$ cat src/rtl/flex_aggregator.sv
`default_nettype none
// ============================================================================
//  Module   : flex_aggregator
//  Purpose  : Dequeues DATA_WIDTH words from a FIFO-style sender and packs
//             them into a wide group of up to MAX_FETCH lanes. The group size
//             is selected at run time for each group, and a flush closes a
//             partial group. The collect stage and the output register form a
//             two-deep buffer, so words keep flowing while the receiver stalls.
//  Ports    :
//    clk             - clock, all logic on the rising edge
//    rst             - synchronous active-high reset
//    cfg_fetch       - requested group size, latched at the first word of a group
//    flush           - single-cycle request to close the current partial group
//    sender_data     - sender head word
//    sender_empty_n  - sender has data
//    sender_deq      - pop the sender this cycle
//    receiver_data   - packed group, lane 0 in the lowest bits
//    receiver_mask   - one bit per valid lane
//    receiver_count  - number of valid lanes
//    receiver_full_n - receiver can accept
//    receiver_enq    - push to the receiver this cycle
//    busy            - collect stage holds words or the output register is valid
//  Revision : 1.0 - initial release
// ============================================================================
module flex_aggregator #(
    parameter int DATA_WIDTH = 16,
    parameter int MAX_FETCH  = 8,
    parameter int CNT_WIDTH  = 4
) (
    input  logic                            clk,
    input  logic                            rst,
    input  logic [CNT_WIDTH-1:0]            cfg_fetch,
    input  logic                            flush,
    input  logic [DATA_WIDTH-1:0]           sender_data,
    input  logic                            sender_empty_n,
    output logic                            sender_deq,
    output logic [MAX_FETCH*DATA_WIDTH-1:0] receiver_data,
    output logic [MAX_FETCH-1:0]            receiver_mask,
    output logic [CNT_WIDTH-1:0]            receiver_count,
    input  logic                            receiver_full_n,
    output logic                            receiver_enq,
    output logic                            busy
);

    localparam int                   c_BUS_W = MAX_FETCH * DATA_WIDTH;
    localparam logic [CNT_WIDTH-1:0] c_MAX   = CNT_WIDTH'(MAX_FETCH);

    typedef enum logic [1:0] {
        S_IDLE = 2'd0,
        S_FILL = 2'd1,
        S_HOLD = 2'd2
    } state_t;

    state_t                 r_state;
    logic [CNT_WIDTH-1:0]   r_idx;
    logic [CNT_WIDTH-1:0]   r_fetch;
    logic [c_BUS_W-1:0]     r_coll;
    logic                   r_flush_pend;
    logic                   r_rst_d;
    logic                   r_out_valid;
    logic [c_BUS_W-1:0]     r_out_data;
    logic [MAX_FETCH-1:0]   r_out_mask;
    logic [CNT_WIDTH-1:0]   r_out_count;

    logic [CNT_WIDTH-1:0]   w_fetch_eff;
    logic [CNT_WIDTH-1:0]   w_limit;
    logic [CNT_WIDTH-1:0]   w_idx_inc;
    logic [CNT_WIDTH-1:0]   w_close_count;
    logic [c_BUS_W-1:0]     w_coll_next;
    logic                   w_flush_any;
    logic                   w_deq;
    logic                   w_enq;
    logic                   w_slot_free;
    logic                   w_close;
    logic                   w_hold_xfer;

    // Thermometer mask: lanes below cnt are valid.
    function automatic logic [MAX_FETCH-1:0] mask_of(input logic [CNT_WIDTH-1:0] cnt);
        logic [MAX_FETCH-1:0] m;
        m = '0;
        for (int k = 0; k < MAX_FETCH; k++) begin
            m[k] = (CNT_WIDTH'(k) < cnt);
        end
        return m;
    endfunction

    // Out-of-range or zero requests fall back to the widest group.
    assign w_fetch_eff = ((cfg_fetch == '0) || (cfg_fetch > c_MAX)) ? c_MAX : cfg_fetch;
    // In IDLE the live request governs the first word; afterwards the latched one.
    assign w_limit     = (r_state == S_IDLE) ? w_fetch_eff : r_fetch;
    assign w_flush_any = flush | r_flush_pend;
    assign w_idx_inc   = r_idx + 1'b1;

    // The cycle following reset is kept quiet on both handshakes.
    assign w_deq       = !rst && !r_rst_d && (r_state != S_HOLD) && sender_empty_n;
    assign w_enq       = !rst && r_out_valid && receiver_full_n;
    assign w_slot_free = !r_out_valid || w_enq;

    // Collect image including the word popped this cycle, so a closing group
    // can move straight into the output register without an extra cycle.
    always_comb begin
        w_coll_next = r_coll;
        if (w_deq) begin
            for (int k = 0; k < MAX_FETCH; k++) begin
                if (r_idx == CNT_WIDTH'(k)) begin
                    w_coll_next[k*DATA_WIDTH +: DATA_WIDTH] = sender_data;
                end
            end
        end
    end

    // A group closes on reaching its size, or on a flush (with or without a
    // word arriving); a flush with an empty IDLE stage has nothing to close.
    assign w_close = (r_state != S_HOLD) &&
                     ((w_deq && ((w_idx_inc == w_limit) || w_flush_any)) ||
                      ((r_state == S_FILL) && w_flush_any));
    assign w_close_count = w_deq ? w_idx_inc : r_idx;
    assign w_hold_xfer   = (r_state == S_HOLD) && w_slot_free;

    always_ff @(posedge clk) begin
        if (rst) begin
            r_state      <= S_IDLE;
            r_idx        <= '0;
            r_fetch      <= '0;
            r_coll       <= '0;
            r_flush_pend <= 1'b0;
            r_rst_d      <= 1'b1;
            r_out_valid  <= 1'b0;
            r_out_data   <= '0;
            r_out_mask   <= '0;
            r_out_count  <= '0;
        end else begin
            r_rst_d <= 1'b0;

            // Output register: load a freshly closed or held group, otherwise
            // retire the current one once the receiver takes it.
            if (w_close && w_slot_free) begin
                r_out_valid <= 1'b1;
                r_out_data  <= w_coll_next;
                r_out_count <= w_close_count;
                r_out_mask  <= mask_of(w_close_count);
            end else if (w_hold_xfer) begin
                r_out_valid <= 1'b1;
                r_out_data  <= r_coll;
                r_out_count <= r_idx;
                r_out_mask  <= mask_of(r_idx);
            end else if (w_enq) begin
                r_out_valid <= 1'b0;
            end

            // Collect stage. Clearing r_coll on transfer keeps unused lanes zero.
            if (w_close) begin
                if (w_slot_free) begin
                    r_state <= S_IDLE;
                    r_idx   <= '0;
                    r_coll  <= '0;
                end else begin
                    r_state <= S_HOLD;
                    r_idx   <= w_close_count;
                    r_coll  <= w_coll_next;
                end
            end else if (w_hold_xfer) begin
                r_state <= S_IDLE;
                r_idx   <= '0;
                r_coll  <= '0;
            end else if (w_deq) begin
                r_state <= S_FILL;
                r_idx   <= w_idx_inc;
                r_coll  <= w_coll_next;
            end

            if ((r_state == S_IDLE) && w_deq) begin
                r_fetch <= w_fetch_eff;
            end

            // A pending flush is dropped once a group closes, when it has
            // nothing to act on in IDLE, or when the group is already held.
            if (w_close || (r_state == S_HOLD) || ((r_state == S_IDLE) && !w_deq)) begin
                r_flush_pend <= 1'b0;
            end else if (flush) begin
                r_flush_pend <= 1'b1;
            end
        end
    end

    assign sender_deq     = w_deq;
    assign receiver_enq   = w_enq;
    assign receiver_data  = r_out_data;
    assign receiver_mask  = r_out_mask;
    assign receiver_count = r_out_count;
    assign busy           = (r_state != S_IDLE) || r_out_valid;

endmodule
`default_nettype wire

$ cat config.mk
export PLATFORM = sky130hd
export DESIGN_NAME = flex_aggregator
export DESIGN_NICKNAME = d
export VERILOG_FILES = /design/src/rtl/flex_aggregator.sv
export SDC_FILE = /design/constraint.sdc
export NUM_CORES = 1
export LEC_CHECK = 0
export CAP_MARGIN = 15
export CORE_AREA = 10 10 182 184
export DETAILED_ROUTE_END_ITERATION = 7
export DIE_AREA = 0 0 192 194
export PLACE_DENSITY_LB_ADDON = 0.2
export SETUP_SLACK_MARGIN = 0.3
export SLEW_MARGIN = 20
export SYNTH_ARGS = -nofsm -noshare
export SYNTH_HDL_FRONTEND = slang
export SYNTH_SLANG_ARGS = --single-unit
$ cat constraint.sdc
create_clock -name clk -period 7.2 [get_ports clk]
set_input_delay 1.8 -clock clk [delete_from_list [all_inputs] [get_ports clk]]
set_output_delay 1.8 -clock clk [all_outputs]
set_load 0.05 [all_outputs]
==> results of run 1 <==
[worst max-delay path: cells and delay by family]
family | cells | cell delay [ns]
buffers and inverters | 3 | 1.45
AND/OR/NAND/NOR | 2 | 0.72
[sequential cells by signal (all words and copies together), names as in the netlist]
register        flops
receiver_mask       8
r_idx               4
r_coll            128
receiver_data     128
r_rst_d             1
r_fetch             4
r_out_valid         1
r_state             2
r_flush_pend        1
receiver_count      3
[metal layers]
metal  wire [um]  vias to the layer above  track usage (%)
met5           0                        -                0
met4         845                        0            5.179
met3        2474                       51            3.723
met2       17700                      286            31.27
met1       17080                     5023            26.31
li1            -                     4951                -
[area by class of cell]
type	count	area, um2	share of cell area, %
Antenna cell	1	2.502	0.01770
Clock buffer	49	913.4	6.459
Clock inverter	2	10.01	0.07078
Inverter	4	16.27	0.1150
Multi-Input combinational cell	942	5351	37.84
Sequential cell	280	5605	39.64
Tap cell	390	488.0	3.451
Timing Repair Buffer	177	1754	12.40
[per-stage QoR]
stage	area [um2]	std cells	worst slack (ns)
after floorplan	11670	1355	2.530
after global placement	13220	1793	1.450
after detailed placement	13220	1793	1.412
after CTS	14140	1844	1.417
after global routing	14140	1844	1.298
final	14140	1845	1.422
[power groups by stage]
stage	Combinational, mW	Clock (mW)	Sequential (mW)
detailed placement	0.327	0	1.63
global placement	0.325	0	1.63
finish	0.326	1.45	1.59
global route	0.347	1.55	1.59
CTS	0.328	1.48	1.59
floorplan	0.153	0	1.69
[final timing paths]
path	endpoint	depth (start not counted)
max	sender_deq	5
min	r_coll[27]	2
max reg2reg	receiver_data[25]	8
min reg2reg	r_coll[27]	2
[kinds of logic (layout without fill, tap and decap cells)]
group                      count (synthesis)  after routing  share of synthesized area [%]
adders and majority gates                  3              3                         0.3217
buffers and inverters                    133            232                          6.412
and+or+nand+nor                          552            552                          22.57
other                                      0              1                              0
DFF                                      280            280                          48.04
xor gates and xnor gates                   8              8                         0.6005
AOI/OAI and AO/OA                        377            377                          21.89
muxes                                      2              2                         0.1716
[placed cells by master, fill, tap and decap left out, types with 4 or more instances in the layout]
master / instances
a211o_1: 96
a211oi_4: 7
a21oi_1: 206
a221o_1: 5
a31oi_1: 8
and2_1: 4
and3_1: 119
buf_4: 9
clkbuf_1: 11
clkbuf_16: 31
clkbuf_8: 7
clkdlybuf4s50_1: 166
dfxtp_1: 280
nand2_1: 172
nand3_1: 107
nor2_1: 115
nor2b_1: 5
nor3_1: 9
o21ai_0: 10
o2bb2ai_1: 28
xor2_1: 6
==> results.ini, run 1 <==
[outcome]
status=complete, no violations

[logic_synthesis]
synthTopCellsByCount=dfxtp_1, a21oi_1, nand2_1, and3_1, nor2_1
synth-edff-count=0
avgSynthCellArea_um2=8.612
syn_inst=1355
synth-seq-cells=280
ys.flop_type=dfxtp_1
syn_area_mm2=0.01167
async_flop_share_pct=0
netlist_top_cells_area=dfxtp_1, a21oi_1, a211o_1
yosysMostFrequentCell=dfxtp_1
yosysWarnings=0
yosysSeqAreaShare_pct=48.04
yosys.area.top_type=dfxtp_1
syn-num-nets=1383
netlist-cell-type-count=52
synth_top_area_share_pct=48.04

[power]
pwr-share-seq_pct=47.2
p_comb_share_pct=9.7
switching_share_pct=25.60
p_per_area_mw_per_mm2=238.5
ir_drop_uv=138.7
p_leak_nw=5.915
p_int_mw=2.509
p_switching_mw=0.8635
power_mw=3.373
clkPwrFrac_pct=43.1

[clocking]
clockRootBuffer=clkbuf_16
cts_tree=done
cts.path.max_buffers=3
cts_resized=0
cts_max_level=1
postCtsSetupBuffers=0
numCtsBuffers=30
cts.sinks=280
clkTransAtPathRegs_ns=0.06
worstSkewPairLatency_ns=0.54
postCtsHoldBufs=0

[finish]
drive_above_1_share_pct=4.952
finalNetCount=1463
utilization_pct=48.10
area_growth_pct=21.19
fill_cells=2833

[sta]
holdWs_ns=0.4523
fin_crit_ns=5.778
fin_setup_tns_ns=0
max_slew_margin_pct=20.09
fin_crit_sh_pct=80.25
rsz0062_at_grt=no
max_freq_mhz=173.1
final.setup_skew_ns=0.01024
hold_viol_final=0
worstMarginPinSlew_ns=1.199
drv_slew=0
finalSetupViolCount=0

[flow_run]
cap_violations=0

[critical_path]
critPathLaunchType=input pin
crit_fanout=29
required_ns=5.40
startpoint=rst
path_class=input pin to output pin
r2r_slack_ns=3.42
cp.arrival_ns=3.98
crit_path_cell_trace=buf_2 -> nor3b_4 -> nand2_4 -> clkinv_2 -> clkdlybuf4s50_1
end_kind=output pin
crit_path_top_delay_cell=clkdlybuf4s50_1
r2r-start=r_idx[0]
cp_slowest_stage_delay_ns=0.86

[place]
routabilityCongestion=0.8745
io_buffer_count=167
dp_hpwl_um=22730

[min_path]
hold_class=register to register
hold_start=r_coll[27]

[floorplanning]
dieArea_mm2=0.03725
initial_core_util_pct=39.69
fp-row-count=63
pin_count=168
die_x_um=192
core_area_mm2=0.02940
fp.dieH_um=194

[detailed_routing]
initialDrtViolationCount=760
routed_wl_um=38100
viasPerCell=5.589
drcViolationCount=0
final_antenna_net_count=0
wl_per_cell_um=20.65
vias=10310
dr.pass1.iters=4

[global_routing]
grt_pass1_wl_um=58830
antenna_found_initial=0
overflow=0
grt_max_degree=150
grt_pass1_vias=9867
grt_util_all_layers_pct=19.56

(Power assumes the default switching activity.)
==> run 2: changes to the inputs <==
==> constraint.sdc (replaced) <==
create_clock -name clk -period 5.49 [get_ports clk]
set_input_delay 1.3725 -clock clk [delete_from_list [all_inputs] [get_ports clk]]
set_output_delay 1.3725 -clock clk [all_outputs]
set_load 0.05 [all_outputs]
==> results.ini, run 2 (synthesis results as in run 1) <==
[outcome]
status=complete, no violations

[finish]
drive_above_1_share_pct=5.947  ; +0.99 points
area_growth_pct=22.39
design_area_mm2=0.01428  ; +0.99%
final_cell_mix=dfxtp_1, a21oi_1, nand2_1
utilization_pct=48.57  ; +0.48 points
layout_commonest_cell=dfxtp_1
diodes=0  ; -1
finalNetCount=1472  ; +0.62%

[clocking]
numCtsBuffers=30  ; unchanged
clockRootBuffer=clkbuf_16
cts.path.max_buffers=3  ; unchanged
worstSkewPairLatency_ns=0.56  ; +0.02 ns
cts_max_level=1  ; unchanged
cts_tree=done
postCtsHoldBufs=0  ; unchanged
cts_resized=0  ; unchanged
postCtsSetupBuffers=0  ; unchanged
clkTransAtPathRegs_ns=0.06  ; about the same
cts.sinks=280  ; unchanged

[critical_path]
end_kind=output pin
required_ns=4.12  ; -1.28 ns
crit_path_cell_trace=clkdlybuf4s50_1 -> nor3b_4 -> nand2_4 -> clkinv_2 -> clkdlybuf4s50_1
cp.arrival_ns=3.53  ; -0.45 ns
critPathLaunchType=input pin
crit_path_top_delay_cell=clkdlybuf4s50_1
path_class=input pin to output pin
cp_slowest_stage_delay_ns=0.87  ; about the same
cp_common_cell=clkdlybuf4s50_1
crit_fanout=15  ; -48%

[sta]
finalSetupViolCount=0  ; unchanged
hold_viol_final=0  ; unchanged
worstMarginPinSlew_ns=1.050  ; -0.1485 ns
max_freq_mhz=203.9
fin_crit_sh_pct=89.35
max_slew_margin_pct=29.77  ; +9.7 points
final.setup_skew_ns=0.02428  ; +0.01404 ns
fin_ws_ns=0.5845  ; -0.8378 ns
fin_setup_tns_ns=0  ; unchanged
rsz0062_at_grt=no
drv_slew=0  ; unchanged
fin_crit_ns=4.905

[detailed_routing]
dr.pass1.iters=5  ; +1
final_antenna_net_count=0  ; unchanged
drcViolationCount=0  ; unchanged
initialDrtViolationCount=905  ; +19%
routed_wl_um=38130  ; about the same
vias=10310  ; -0.0097%
viasPerCell=5.564  ; -0.44%
wl_per_cell_um=20.58  ; -0.37%

[floorplanning]
fp.dieH_um=194  ; unchanged
dieArea_mm2=0.03725  ; unchanged
fp-row-count=63  ; unchanged
die_x_um=192  ; unchanged
core_area_mm2=0.02940  ; unchanged
pin_count=168  ; unchanged
initial_core_util_pct=39.69  ; unchanged

[global_routing]
overflow=0  ; unchanged
grt_util_all_layers_pct=19.45  ; -0.11 points
grt_pass1_wl_um=58160  ; -1.1%
grt_pass1_vias=9811  ; -0.57%
grt_max_degree=119  ; -21%
antenna_found_initial=0  ; unchanged

[place]
place_ws_ns=0.6146  ; -0.7972 ns
routabilityCongestion=0.8320  ; -4.9%
io_buffer_count=167  ; unchanged
place_area_mm2=0.01331  ; +0.70%
dp_hpwl_um=22730  ; about the same

[power]
ir_drop_uv=242.9  ; +75%
p_leak_nw=5.991  ; +1.3%
p_per_area_mw_per_mm2=316.0  ; +32%
power_mw=4.512  ; +34%

[min_path]
hold_class=register to register

[flow_run]
cap_violations=0  ; unchanged

run 2: changes by cell type in the layout (fill, tap and decap cells not counted), moves of 2 or more:
cell	before	now
buf_12	1	3
buf_4	9	16
clkbuf_1	11	5
clkinv_8	0	2
run 2: path summary, 6_finish.rpt:
path / endpoint / cells after the start / from / slack, ns
worst min-delay path: r_coll[27] / 2 / r_coll[27] / 0.45
worst max-delay path: sender_deq / 5 / sender_empty_n / 0.58
worst min register to register: r_coll[27] / 2 / r_coll[27] / 0.45
worst max register to register: r_coll[77] / 8 / r_idx[0] / 2.05
run 2: report_power, final:
part	switching, mW	internal [mW]
Sequential	0.0216	2.07
Combinational	0.324	0.111
Clock	0.834	1.16
Total	1.18	3.33
run 2: worst max-delay path: cells and delay by family:
family,cells,cell delay [ns]
simple gates,2,0.61
buf+inv,3,1.54
run 2: routing by layer:
| layer | GRT usage, % | vias up | share of wire, % |
|---|---|---|---|
| li1 | - | 4972 | - |
| met1 | 26.20 | 4950 | 45 |
| met2 | 30.64 | 322 | 46 |
| met3 | 3.885 | 66 | 6.7 |
| met4 | 5.808 | 0 | 2.8 |
| met5 | 0 | - | 0 |
run 2: per-stage QoR:
| step | hold slack [ns] | instances |
|---|---|---|
| final | 0.4521 | 1853 |
| after CTS | 0.4521 | 1853 |
| after global routing | 0.4697 | 1853 |
| after detailed placement | 0.4420 | 1802 |
| after floorplan | 0.4322 | 1355 |
| after global placement | 0.4365 | 1802 |
run 2: area by class of cell:
type,count,area [um2]
Inverter,4,16.27
Sequential cell,280,5605
Timing Repair Buffer,186,1847
Fill cell,2782,15120
Clock inverter,8,93.84
Tap cell,390,488.0
Multi-Input combinational cell,942,5351
Clock buffer,43,879.6
==> edit (flow settings as in run 2) <==
`MAX_FETCH`: 8 -> 9.
--- a/src/rtl/flex_aggregator.sv
+++ b/src/rtl/flex_aggregator.sv
@@ -25,5 +25,5 @@
 module flex_aggregator #(
     parameter int DATA_WIDTH = 16,
-    parameter int MAX_FETCH  = 8,
+    parameter int MAX_FETCH  = 9,
     parameter int CNT_WIDTH  = 4
 ) (
Ports: changed (resized receiver_data and receiver_mask); port bits go from 168 to 185. No check against the original RTL was run, so the function may have changed too.
==> edit against run 2 <==
Clock power up 13%; cell area grew 15%; power grew 9.7%; setup slack improved by 0.39 ns; global-route usage rose by 4.7 points; synthesized area increased by 15%; count of clock-buffer cells in the layout increased by 5; sequential cell count is 33 higher; routed wire length increased by 24%; clock skew shrank 0.011 ns; sequential share of layout area fell by 1.1 points; largest cell class is now multi-input gates; largest power group unchanged.
==> edit: results (changes against run 2) <==
The tools report the worst hold slack after final layout as 0.4545 ns (was 0.4521 ns). The relative max-transition margin is 19.36% (was 29.77%). The run gives 0 (unchanged) as the post-cts repair resize count.

The leakage power was 6.144 nW (was 5.991 nW). The starting DRC count in detailed routing was 1522 (was 905). The worst-case hold path end point was r_coll[29] (was r_coll[27]).

Worst min-delay path startpoint: r_coll[29] (was r_coll[27]). The count of placed standard cells including taps is 2117 (was 1802). The run finished with clean final reports. The logs give 0.01642 mm^2 (was 0.01428 mm^2) for the post-layout instance area and 0 ns (unchanged) for the final setup TNS.

The share of synthesized area occupied by flip-flops and latches is 46.80% (was 48.04%). The tools report the capturing point of the worst reg2reg path as receiver_data[3] (was r_coll[77]). The path type of the worst min-delay path is flip-flop to flip-flop (unchanged). The worst endpoint data arrival time was 3.14 ns (was 3.53 ns). The number of H-tree branching levels is 2 (was 1), and the internal reg-to-reg setup slack is 1.95 ns (was 2.05 ns). The maximum number of buffers from clock root to sink was 3 (unchanged); the detailed-route vias per instance was 5.945 (was 5.564). The tools report the number of non-filler instances in the completed layout as 2175 (was 1853). The number of fill cells in the layout came out at 2667 (was 2782).

The launching point of the worst reg2reg path is r_state[0] (was r_idx[0]). The maximum single-stage delay on the critical path came out at 0.46 ns (was 0.87 ns). The count of nets after finishing was 1791 (was 1472); the post-placement setup slack was 0.7248 ns (was 0.6146 ns). The tools report the post-route clock skew as 0.01346 ns (was 0.02428 ns). Number of nets produced by synthesis: 1707 (was 1383). The total routing resource utilization after global routing was 24.10% (was 19.45%); the number of global-route vias before repair was 12140 (was 9811). The HPWL after detailed placement is 28.81 mm (was 22.73 mm).

The logs give 71.94 mm (was 58.16 mm) for the wire length of the first global-routing pass and 0.01533 mm^2 (was 0.01331 mm^2) for the total cell area at the placement stage. The detail-routed net length per standard cell was 21.70 um (was 20.58 um). The number of CTS-inserted buffers came out at 34 (was 30). The final estimated routing congestion in global placement came out at 0.8784 (was 0.8320).

The clock latency at the later pin of the worst-skew pair is 0.51 ns (was 0.56 ns), and the share of post-route cells with drive strength above 1 is 6.446% (was 5.947%). The number of input and output port buffers inserted was 184 (was 167); the number of search-and-repair iterations in the first detailed-routing pass was 6 (was 5). The tools report the initial antenna violation count as 1 (was 0). Commonest cells post-synth: 397 x nand2_1, 313 x dfxtp_1, 306 x a21oi_1 (was 280 x dfxtp_1, 207 x a21oi_1, 173 x nand2_1). The post-synthesis average cell area works out to 7.974 um^2 (was 8.612 um^2). Critical path launch point: rst (was sender_empty_n). Synth area leaders: dfxtp_1 47%, a21oi_1 11%, nand2_1 11% (was dfxtp_1 48%, a21oi_1 8.9%, a211o_1 7.2%).

The peak supply drop was 169.2 uV (was 242.9 uV). The tools report the pin count of the biggest net entering global routing as 126 (was 119). The number of distinct library cells after synthesis was 56 (was 52).
==> edit: worst max path at each step <==
stage                       endpoint  slack [ns]
floorplan               receiver_enq        1.73
global placement    receiver_data[1]        0.85
detailed placement  receiver_data[9]        0.72
CTS                       sender_deq        1.01
global route              sender_deq        0.88
finish                    sender_deq        0.98
==> edit: worst register-to-register path, cell delays in order, from the launching register on <==
cell and delay, ns:
dfxtp_1 0.58, nand2b_1 0.28, nand2_1 0.24, inv_1 0.44, o221ai_2 0.25, o31ai_4 0.29, buf_12 0.42, a31o_2 0.75
a221o_1 0.23
==> edit: where the power goes <==
group	internal [mW]	total (mW)	switching, mW	leakage [nW]
logic	0.0888	0.414	0.325	3.08
clock network	1.32	2.24	0.919	0.541
registers	2.28	2.30	0.0116	2.52
==> edit: kinds of logic (layout without fill, tap and decap cells) <==
logic type,count (synthesis),after routing,synth area share [%]
AND/OR/NAND/NOR,672,672,21.58
AO/OA/AOI/OAI,504,504,25.04
flip-flops,313,313,46.80
buffers and inverters,180,285,5.831
XOR/XNOR,5,5,0.3271
adder cells (fa/ha/maj),4,4,0.3551
multiplexers,1,1,0.07476
other,0,1,0
==> edit: layer usage <==
metal,vias to the layer above,global-route usage (%),part of all wire [%]
met5,-,0,0
met4,0,7.868,3.2
met3,89,5.306,10
met2,638,37.28,46
met1,6145,32.50,41
li1,6058,-,-
==> edit: layout make-up <==
class / instances / share of cell area [%]
inverter: 9 / 0.2058
tap: 390 / 2.972
clock inverter: 9 / 0.4725
clock buffer: 48 / 6.119
multi-input combinational: 1186 / 38.88
sequential: 313 / 38.17
antenna: 1 / 0.01524
timing repair buffer: 219 / 13.17
